--- src/rtl/mem_responder.sv ---
// Slave-side memory responder for the en/wr/addr bus: byte-wide register array,
// one-cycle registered read data, saturating transaction counters and a range-error pulse.
module mem_responder #(
    parameter int AW    = 6,
    parameter int DW    = 8,
    parameter int DEPTH = 48,
    parameter int CNT_W = 8
) (
    input  logic             clk,
    input  logic             rst,
    input  logic             en,
    input  logic             wr,
    input  logic [AW-1:0]    addr,
    input  logic [DW-1:0]    wdata,
    output logic [DW-1:0]    rdata,
    output logic             rvalid,
    output logic             err,
    output logic [CNT_W-1:0] wr_count,
    output logic [CNT_W-1:0] rd_count
);

    localparam logic [AW:0] DEPTH_LIM = (AW + 1)'(DEPTH);

    logic [DW-1:0] mem [0:DEPTH-1];

    logic in_range;
    logic do_write;
    logic do_read;
    logic bad_access;

    // Range check is done one bit wider so DEPTH == 2**AW is still representable.
    always_comb begin
        in_range   = ({1'b0, addr} < DEPTH_LIM);
        do_write   = 1'b0;
        do_read    = 1'b0;
        bad_access = 1'b0;
        if (en) begin
            do_write   = wr && in_range;
            do_read    = !wr && in_range;
            bad_access = !in_range;
        end
    end

    always_ff @(posedge clk or posedge rst) begin
        if (rst) begin
            for (int unsigned i = 0; i < DEPTH; i++) begin
                mem[i] <= '0;
            end
        end else if (do_write) begin
            mem[addr] <= wdata;
        end
    end

    always_ff @(posedge clk or posedge rst) begin
        if (rst) begin
            rdata  <= '0;
            rvalid <= 1'b0;
            err    <= 1'b0;
        end else begin
            rvalid <= 1'b0;
            err    <= 1'b0;
            if (do_read) begin
                rdata  <= mem[addr];
                rvalid <= 1'b1;
            end else if (bad_access) begin
                err <= 1'b1;
                // Out-of-range reads still complete, returning zero data.
                if (!wr) begin
                    rdata  <= '0;
                    rvalid <= 1'b1;
                end
            end
        end
    end

    always_ff @(posedge clk or posedge rst) begin
        if (rst) begin
            wr_count <= '0;
            rd_count <= '0;
        end else begin
            if (do_write && (wr_count != '1)) begin
                wr_count <= wr_count + CNT_W'(1);
            end
            if (do_read && (rd_count != '1)) begin
                rd_count <= rd_count + CNT_W'(1);
            end
        end
    end

endmodule

--- config.mk ---
export PLATFORM = sky130hd
export DESIGN_NAME = mem_responder
export DESIGN_NICKNAME = d
export VERILOG_FILES = /design/src/rtl/mem_responder.sv
export SDC_FILE = /design/constraint.sdc
export NUM_CORES = 1
export LEC_CHECK = 0
export ABC_AREA = 0
export CORE_UTILIZATION = 30
export CTS_BUF_LIST = sky130_fd_sc_hd__clkbuf_16
export DETAILED_ROUTE_END_ITERATION = 12
export MAX_ROUTING_LAYER = met4
export PLACE_DENSITY_LB_ADDON = 0.12
export SLEW_MARGIN = 10
export SYNTH_ARGS = -nofsm -noshare
export SYNTH_HDL_FRONTEND = slang
export SYNTH_SLANG_ARGS = --single-unit
--- constraint.sdc ---
create_clock -name clk -period 24.4 [get_ports clk]
set_input_delay 3.66 -clock clk [delete_from_list [all_inputs] [get_ports clk]]
set_output_delay 3.66 -clock clk [all_outputs]
set_load 0.03 [all_outputs]
==> flow_summary.ini <==
[yosys]
muxShareOfSynthArea = 0.3097
yosys_warnings = 0
yosysTopAreaCell = dfrtp_1
synth_flop_cell = dfrtp_1
synthDistinctLibCells = 61
synth-simple-area-share = 0.05627
synthCells = 1332
synth_area_um2 = 18920
synth_seq_cells = 410
synthTopCellsByArea = dfrtp_1, mux2_2, mux4_2
synthAdderAreaFrac = 0.001322
async_flop_share = 1.000
synth_xor_area_frac = 0.006480
post-synth-top-count-cell = dfrtp_1
synth_top_family_by_area = multiplexers
ys_seq_area_frac = 0.5422
synth_edf_count = 0
synth-compound-area-share = 0.05799
synth_nets = 1352
synth_common_cells = dfrtp_1, mux2_2, nand2_1, mux2i_1, a221oi_1
synth_area_per_cell_um2 = 14.21
yosysTopAreaCellShare = 0.5422

[global_route]
grt_max_degree = 167
grt_pass1_vias = 11940
grt_antenna_before_repair = 2
grtUsageTotal = 0.1872
grt_pass1_wl_um = 85420
grt_remaining_overflow = 0

[drt]
detail_route.wirelength_um = 56670
wire_per_inst_um = 25.42
ant_nets = 0
drc = 0
firstDrtPassIters = 5
routed_via_density = 5.163
vias = 11510
drt_iter0_drc = 755

[place]
dpl.hpwl_um = 35470
postPlaceCellArea_um2 = 20030
gp_congestion = 0.8298
dp_slack_ns = 17.38
portBuffers = 43

[die]
core-area_um2 = 62050
io_pins = 44
die_h_um = 253.1
die-area_um2 = 64080
rows = 91
die_x_um = 253.1
start_util = 0.3049

[cells_and_area]
finalInstanceArea_um2 = 21580
fin_nets = 1370
drive_gt1_frac = 0.4056
fin_util = 0.3478
area_growth_pct = 14.06

[timing]
period_minus_slack_ns = 6.376
finalSetupViolCount = 0
finalCritPeriodShare = 0.2613
finalSetupTns_ns = 0
drv_slew = 0
finalWorstSetupSlack_ns = 18.02
slew_headroom = 0.2465
max_freq_mhz = 156.8
tightest_slew_ns = 1.130
rsz0062_at_grt = false
hold-worst-slack_ns = 0.4818
finalClockSkew_ns = 0.02161
hold_viol_final = 0

[setup_path]
crit_arrival_ns = 6.85
end_kind = flip-flop
r2r_start = mem[139]$_DFFE_PP0P_
worstPathMaxFanout = 15
crit_path_start = addr[4]
required_ns = 24.87
r2r_end = rdata[3]$_DFFE_PP0P_
crit_path_start_kind = input port
r2r_cells = 5
crit_type = input port to flip-flop
r2r_setup_slack_ns = 22.24

[clock_network]
cts.sinks = 410
clock-root-buffer = clkbuf_16
ctsResizeCount = 0
cts_hold_buf = 0
cts_buffers = 49
clk_latency_ns = 0.60
clkTransAtPathRegs_ns = 0.05
htreeDepth = 2
cts_tree = built
cts_buffer_depth = 3
post_cts_buffers = 0

[flow_run]
maxCapViolations = 0

[min_path]
hold-path-endpoint = mem[139]$_DFFE_PP0P_
hold_start = mem[139]$_DFFE_PP0P_
hp-class = flip-flop to flip-flop
hold_path_depth = 1

[status]
status = finished clean

[power_and_ir_drop]
max-vdd-ir-drop_uv = 45.64
p_leak_uw = 0.009996
pwr_density_cell_nw_per_um2 = 77.37
## registers in the layout (all words and copies together), names as in the netlist
signal    count
rd_count      8
err           1
rdata         8
rvalid        1
wr_count      8
mem         384
## layout make-up
type | instances | area [um2]
Fill cell | 6040 | 40470
Timing Repair Buffer | 59 | 515.5
Clock inverter | 38 | 270.3
Multi-Input combinational cell | 825 | 8178
Clock buffer | 51 | 1276
Tap cell | 837 | 1047
Sequential cell | 410 | 10260
Antenna cell | 4 | 10.01
Inverter | 5 | 26.28
## layer usage
metal  track usage  vias to the layer above  share of wire
li1              -                     5008              -
met2        0.2840                      225           0.46
met4       0.04398                        0          0.020
met5             -                        -              0
met1        0.2602                     6198           0.47
met3       0.03197                       77          0.044
## logic make-up after synthesis
family	count (synthesis)
DFF	410
muxes	484
buffers and inverters	97
AOI/OAI and AO/OA	145
adders and majority gates	2
xor gates and xnor gates	14
and+or+nand+nor	180
## cells in the final DEF (no fill, tap or decap), types with 5 or more instances in the layout
master           count
nor2_4              25
clkdlybuf4s50_1     32
nand4_1              5
clkinv_2            11
mux2i_1             50
clkbuf_16           51
clkinv_1            11
xnor2_1              9
mux2_2             380
o22ai_1             23
o21ai_0             14
nand3_1              9
a221oi_1            49
xor2_1               5
dfrtp_1            410
nand2_1             63
mux4_2              42
buf_2                8
a22oi_1             12
a22o_1               8
nor2_1              31
mux2_1              12
a21oi_1              9
nand2b_1             6
buf_4               18
inv_1               12
## stage by stage
step | std cells | total power [uW]
after floorplan | 1332 | 902.4
after global placement | 2136 | 971.1
after detailed placement | 2136 | 975.1
after CTS | 2225 | 1695
after global routing | 2227 | 1744
final | 2229 | 1670
## power breakdown
| part | switching, uW | leakage [uW] | internal (uW) |
|---|---|---|---|
| Clock | 293 | 0.000803 | 417 |
| Sequential | 34.0 | 0.00560 | 733 |
| Combinational | 109 | 0.00359 | 83.2 |
## worst max-delay path, stage by stage
cell,delay (ns)
clkdlybuf4s50_1,0.69
nand2_1,0.22
and3_1,0.31
nand2_1,0.28
nor3_2,0.68
nand2_1,0.57
mux2_2,0.43
## how the worst max path moves through the flow
| stage | to | slack, ns | cells past startpoint |
|---|---|---|---|
| floorplan | err$_DFF_PP0_ | 9.33 | 1 |
| global placement | mem[248]$_DFFE_PP0P_ | 17.31 | 7 |
| detailed placement | mem[249]$_DFFE_PP0P_ | 17.38 | 7 |
| CTS | mem[249]$_DFFE_PP0P_ | 18.02 | 7 |
| global route | mem[249]$_DFFE_PP0P_ | 17.91 | 7 |
| finish | mem[249]$_DFFE_PP0P_ | 18.02 | 7 |
No activity file was read; power rests on OpenSTA's default activity.
